## src/rtl/ysyx_23060187_fetch_seq.sv

```systemverilog
// ysyx_23060187_fetch_seq
// Multi-cycle fetch sequencer that owns the core's program counter.
// It fetches one instruction over a valid/ready request plus a one-cycle
// response strobe. It then holds the instruction for decode/execute until
// exu_done arrives, and chooses the next PC by priority:
// trap > mret > redirect > pc+4.
//
// Ports:
//   clk, rst           clock; synchronous active-high reset
//   imem_req_*         fetch request (valid/ready, addr == pc)
//   imem_resp_*        fetch response (valid strobe, data, bus error)
//   inst_valid/inst/pc instruction presented to decode/execute
//   exu_done           completion of the current instruction
//   redir_*/trap_*/mret_valid/mepc   next-PC sources, sampled with exu_done
//   halt_req/halted    park after the current instruction
//   fetch_fault/fault_addr           pending fault, cleared by trap_valid
//   retire_cnt         retired-instruction counter (wraps)
module ysyx_23060187_fetch_seq #(
    parameter logic [31:0] RESET_PC = 32'h80000000,
    parameter int unsigned XLEN     = 32
) (
    input  logic            clk,
    input  logic            rst,
    output logic            imem_req_valid,
    input  logic            imem_req_ready,
    output logic [XLEN-1:0] imem_req_addr,
    input  logic            imem_resp_valid,
    input  logic [XLEN-1:0] imem_resp_data,
    input  logic            imem_resp_err,
    output logic            inst_valid,
    output logic [XLEN-1:0] inst,
    output logic [XLEN-1:0] pc,
    input  logic            exu_done,
    input  logic            redir_valid,
    input  logic [XLEN-1:0] redir_target,
    input  logic            trap_valid,
    input  logic [XLEN-1:0] trap_vector,
    input  logic            mret_valid,
    input  logic [XLEN-1:0] mepc,
    input  logic            halt_req,
    output logic            halted,
    output logic            fetch_fault,
    output logic [XLEN-1:0] fault_addr,
    output logic [XLEN-1:0] retire_cnt
);

    typedef enum logic [2:0] {
        S_REQ   = 3'd0,
        S_WAIT  = 3'd1,
        S_EXEC  = 3'd2,
        S_HALT  = 3'd3,
        S_FAULT = 3'd4
    } state_t;

    state_t          state;
    logic [XLEN-1:0] next_pc;
    logic            next_checked;
    logic            next_misaligned;

    // Next-PC selection for the EXEC state; only mret/redirect targets are
    // alignment-checked, trap vectors are trusted.
    always_comb begin
        next_pc      = pc + XLEN'(4);
        next_checked = 1'b0;
        if (trap_valid) begin
            next_pc = trap_vector;
        end else if (mret_valid) begin
            next_pc      = mepc;
            next_checked = 1'b1;
        end else if (redir_valid) begin
            next_pc      = redir_target;
            next_checked = 1'b1;
        end
        next_misaligned = next_checked && (next_pc[1:0] != 2'b00);
    end

    // State decode; rst forces the strobes low while it is asserted.
    assign imem_req_valid = !rst && (state == S_REQ);
    assign inst_valid     = !rst && (state == S_EXEC);
    assign halted         = !rst && (state == S_HALT);
    assign fetch_fault    = !rst && (state == S_FAULT);
    assign imem_req_addr  = pc;

    // Sequencer state and architectural registers.
    always_ff @(posedge clk) begin
        if (rst) begin
            state      <= S_REQ;
            pc         <= RESET_PC;
            inst       <= '0;
            fault_addr <= '0;
            retire_cnt <= '0;
        end else begin
            case (state)
                S_REQ: begin
                    if (imem_req_ready) begin
                        state <= S_WAIT;
                    end
                end
                S_WAIT: begin
                    if (imem_resp_valid) begin
                        if (imem_resp_err) begin
                            fault_addr <= pc;
                            state      <= S_FAULT;
                        end else begin
                            inst  <= imem_resp_data;
                            state <= S_EXEC;
                        end
                    end
                end
                S_EXEC: begin
                    if (exu_done) begin
                        if (next_misaligned) begin
                            fault_addr <= next_pc;
                            state      <= S_FAULT;
                        end else begin
                            pc <= next_pc;
                            // A trapped instruction does not retire.
                            if (!trap_valid) begin
                                retire_cnt <= retire_cnt + XLEN'(1);
                            end
                            state <= halt_req ? S_HALT : S_REQ;
                        end
                    end
                end
                S_HALT: begin
                    if (trap_valid) begin
                        pc    <= trap_vector;
                        state <= S_REQ;
                    end else if (!halt_req) begin
                        state <= S_REQ;
                    end
                end
                S_FAULT: begin
                    if (trap_valid) begin
                        pc    <= trap_vector;
                        state <= S_REQ;
                    end
                end
                default: state <= S_REQ;
            endcase
        end
    end

endmodule

```

## config.mk

```make
export PLATFORM = sky130hd
export DESIGN_NAME = ysyx_23060187_fetch_seq
export DESIGN_NICKNAME = d
export VERILOG_FILES = /design/src/rtl/ysyx_23060187_fetch_seq.sv
export SDC_FILE = /design/constraint.sdc
export NUM_CORES = 1
export LEC_CHECK = 0
export ABC_AREA = 1
export BUFFER_PORTS_ARGS = -buffer_cell sky130_fd_sc_hd__buf_2
export CORE_MARGIN = 2
export CORE_UTILIZATION = 54
export DETAILED_ROUTE_END_ITERATION = 12
export PLACE_DENSITY = 0.82
export SLEW_MARGIN = 20
export SYNTH_ARGS = -nofsm -noshare
export SYNTH_HDL_FRONTEND = slang
export SYNTH_SLANG_ARGS = --single-unit
```

## constraint.sdc

```tcl
create_clock -name clk -period 2.7 [get_ports clk]
set_input_delay 0.54 -clock clk [delete_from_list [all_inputs] [get_ports clk]]
set_output_delay 0.54 -clock clk [all_outputs]
set_load 0.01 [all_outputs]
```

* After elaboration in Yosys (flattened, before gate mapping) *
Index checks and enable logic that the tools add are counted.

word-level totals
  register bits = 131
  logic and storage cells = 64
  output and inout port bits = 164
  input port bits = 138

cells by class
  $add $sub $neg = 2
  bitwise operators = 3
  reductions and logical operators = 16
  equality and inequality tests = 13
  muxes and demuxes = 25

operator list
  cell                                                                      number
  32-bit two-way mux                                                        10
  32-bit case mux with 2 select lines                                       2
  32-bit by 1-bit adder with 32-bit output (second input constant)          1
  32-bit by 3-bit adder with 32-bit output (second input constant)          1
  3-bit two-way mux                                                         8
  3-bit case mux with 5 select lines                                        1
  2-bit inequality test (second input constant)                             7
  5-bit AND reduction                                                       2
  4-bit AND reduction                                                       2
  3-bit by 2-bit == test with 1-bit output (second input constant)          2
  2-bit nonzero test                                                        3
  1-bit logical AND                                                         5
  3-bit by 1-bit == test with 1-bit output (second input constant)          1
  3-bit == test (second input constant)                                     1
  3-bit zero test                                                           1
  1-bit two-way mux                                                         3
  3-bit inequality test (second input constant)                             1
  1-bit NOT                                                                 3
  3-bit AND reduction                                                       1
  2-bit two-way mux                                                         1
  2-bit by 1-bit inequality test with 1-bit output (second input constant)  1
  2-bit OR reduction                                                        1
  1-bit zero test                                                           1

* Logic depth before layout (Yosys ltp) *
  depth in word-level cells = 9
  gate-level depth with buffers = 14
  mapped depth without buffers = 13

* Least setup slack after synthesis *
OpenSTA, ideal clock, no wires.

  path type = input-to-reg
  from = input mret_valid
  to = register state[2]
  path buffers = 4
  data arrival time = 1.801 ns
  data required time = 2.572 ns
  slack = 0.772 ns
  cell stages on the path = 14
  library setup time = 0.128 ns
  path through = buf_6 > inv_2 > buf_6 > nand3_2 > a22oi_2 > nand2_1 > nand2_2 > nand2_2 > nand2_4 > inv_2 > buf_6 > buf_8 > nor2_1 > nor2_1

on the way
  cells in the longest elaborated chain, start to end = 7
  elaborated cells on any way between the ends = 9
  classes of those cells = mux: 7; reduce/logical: 2

ends and longest elaborated chain
  item                                    line  RTL
  start, declared                         38    input logic mret_valid,
  32-bit two-way mux                      67    end else if (mret_valid) begin
  32-bit two-way mux                      65    if (trap_valid) begin
  2-bit nonzero test                      74    next_misaligned = next_checked && (next_pc[1:0] != 2'b00);
  1-bit logical AND (*)                   74
  3-bit two-way mux (*)                   112   if (next_misaligned) begin
  3-bit two-way mux (*)                   111   if (exu_done) begin
  3-bit case mux with 5 select lines (*)  93    case (state)
  end signal, assigned                    121   state <= halt_req ? S_HALT : S_REQ;
  end, declared                           55    state_t state;

Mark *: on every way between the ends. The rest lies on a longest branch, timed or not. The select of a mux whose other input is x is not followed.
A chain may end at the register's enable or synchronous reset.

* Worst setup path in the final report *
  from = register pc[4], in the netlist imem_req_addr[4]
  to = register fault_addr[17]

on the way
  cells in the longest elaborated chain, start to end = 7

ends and longest elaborated chain
  item                                      line  RTL
  start, declared                           32    output logic [XLEN-1:0] pc,
  start signal, assigned                    116   pc <= next_pc;
  start signal, assigned                    127   pc <= trap_vector;
  start signal, assigned                    135   pc <= trap_vector;
  32-bit by 3-bit adder with 32-bit output  63    next_pc = pc + XLEN'(4);
  32-bit two-way mux                        70    end else if (redir_valid) begin
  32-bit two-way mux                        67
  32-bit two-way mux                        65
  32-bit two-way mux                        112
  32-bit two-way mux                        111
  32-bit case mux with 2 select lines       93
  end signal, assigned                      102   fault_addr <= pc;
  end signal, assigned                      113   fault_addr <= next_pc;
  end, declared                             43    output logic [XLEN-1:0] fault_addr,

No other way between the ends. The select of a mux whose other input is x is not followed.

==> metrics.yaml <==
status: "finished, final reports clean"
start_util_pct: 55.7
drc: 0
post-place-cells: 1721
synthFlopType: "dfxtp_1"
antenna_found_initial: 0
numPortBuffers: 301
synth_seq_area_share_pct: 32.2
finalPower_mw: 8.73
hold-path-endpoint: "inst[5]"
crit_arrival_ps: 2670
grt_use_total_pct: 35.0
yosysWarnings: 0
vdd_ir_drop_max_v: 0.000709
synth-seq-cells: 131
clk_pin_slew_ps: 60
gp_congestion: 0.989
rsz0062_at_grt: "false"
cts_buffer_depth: 2
die-area_um2: 16100
fin_crit_sh_pct: 85.9
drt-pass1-iter-count: 6
stdcell_count: 1753
slew_viol_final: 0
hold_depth: 3
avgSynthCellArea_um2: 6.19
ctsHtreeMaxLevel: 4
holdCritPathClass: "in2reg"
final_hold_viol_count: 0
clock-sinks: 131
yosys.area.top_type: "dfxtp_1"
antenna_cells: 0
cts_tree: "built"
start_kind: "flip-flop"
synth_commonest_cells: "328 x nand2_1, 207 x nor2_1, 144 x a21oi_1"
via_per_inst: 5.62
cp_max_fo: 7
synth.most_common_cell: "nand2_1"
cellLeakagePower_nw: 4.81
post-route-min-period_ps: 2320
grt_pass1_wl_um: 45100
pin_count: 302
synth_cell_types: 43
synth_top_area_share_pct: 32.2
fmax_ghz: 0.431
grt_max_degree: 70
dpl.hpwl_um: 20800
drive_gt1_share_pct: 25.6
critPathKind: "reg2reg"
final.setup.tns_ps: 0
regToRegSetupSlack_ps: 380
synth_edf_count: 0
max_slew.worst_pin.slew_ps: 969
ff2ff_path_depth: 10
nNetsFinal: 1696
cts_inserted_buffers: 17
vias: 9853
dieHeight_um: 127
clk_latency_ps: 430
die_w_um: 127
num_rows: 44
grt.overflow.total: 0
whs_ps: 335
syn-num-nets: 1457
r2r_end: "fault_addr[17]"
synth.area.top_cells: "dfxtp_1 32%, nand2_1 15%, nor2_1 9.5%"
syn2layout_area_growth_pct: 24.0
setup_viol: 0
drt-total-wl_um: 28600
avgRoutedWirePerCell_um: 16.3
maxCapViolations: 0
cts_setup_buffers: 0
worst_clock_skew_ps: 12.2
syn_area_um2: 8160
ant_nets: 0
first_global_vias: 8925
cts.root.buffer_cell: "clkbuf_16"
post_cts_resized: 0
powerDensity_nw_per_um2: 863
postCtsHoldBufs: 0
syn_inst: 1317
cp-end-kind: "flip-flop"
holdCritStartpoint: "imem_resp_data[5]"
reg2reg_from: "imem_req_addr[4]"
drtIter0Drc: 1005
max_slew_margin_pct: 35.3
postSynth.asyncResetShare_pct: 0
core_um2: 14600
worstPathRequired_ps: 3050
[layout make-up]
cell class	count	area (um^2)
multi-input cells	1011	4680
fillers	1395	4530
flip-flops and latches	131	2620
repair buffers	321	1680
clock buffers	19	453
inverters	74	280
well taps	184	230
clock inverters	13	164
[report_power, final]
part	switching [mW]	internal [mW]	leakage (nW)
Combinational	2.14	1.20	3.44
Clock	0.979	1.44	0.298
Sequential	0.547	2.42	1.06
Total	3.66	5.06	4.81
[sequential cells by signal, summed over array words and instances (netlist names)]
signal and cells:
state 3, imem_req_addr 32, inst 32, fault_addr 32, retire_cnt 32
[cells by family after synthesis]
group                      Yosys count  share of synthesized area [%]
xor gates and xnor gates            28                           3.01
DFF                                131                           32.2
buffers and inverters              175                           10.4
adders and majority gates            2                          0.307
AOI/OAI and AO/OA                  281                           18.0
and+or+nand+nor                    700                           36.1
[cell usage in the layout, fill, tap and decap left out, types with 3 or more instances in the layout]
master,instances
xnor2_1,9
buf_2,301
inv_8,4
dfxtp_1,131
nand3_1,91
nand4_1,13
nor2_1,207
inv_6,3
a21oi_1,144
xor2_1,19
nand3b_1,3
nand2_1,328
nand2_2,3
or2_2,17
a21oi_2,6
buf_4,18
inv_1,64
nor3_1,26
inv_2,9
o21ai_0,119
clkbuf_16,17
[worst max-delay path, cell delays in order (launching register included)]
cell and delay (ps):
dfxtp_1 520, nand3_1 310, inv_1 200, nand2_1 160, inv_1 220, nand4_1 100, nand2_1 100, nor2_1 40
o21ai_0 240, nand3_1 190, a21oi_1 170
[routing by layer]
metal | track usage (%) | wire length, um | vias to the layer above
met2 | 55.8 | 13000 | 519
li1 | - | - | 4756
met3 | 6.58 | 2660 | 74
met4 | 14.9 | 990 | 0
met1 | 46.6 | 12000 | 4504
met5 | 0 | 0 | -
[worst max-delay path by stage]
stage                           from           endpoint  slack (ps)  depth (start not counted)
global route                state[1]  imem_req_addr[12]         170                          9
detailed placement       redir_valid     fault_addr[16]         300                         11
CTS                         state[1]  imem_req_addr[12]         430                          9
finish              imem_req_addr[4]     fault_addr[17]         380                         10
floorplan                 mret_valid           state[2]         770                         14
global placement         redir_valid      fault_addr[4]         390                         11
[per-stage QoR]
| step | utilization [%] | area (um^2) | setup slack [ps] |
|---|---|---|---|
| 4_1_cts | 69.1 | 10100 | 432 |
| 2_1_floorplan | - | 8160 | 772 |
| 5_1_grt | 69.1 | 10100 | 174 |
| 3_5_place_dp | 64.9 | 9500 | 303 |
| 6_report | 69.1 | 10100 | 380 |
| 3_3_place_gp | 64.9 | 9500 | 394 |
(Power assumes the default switching activity.)
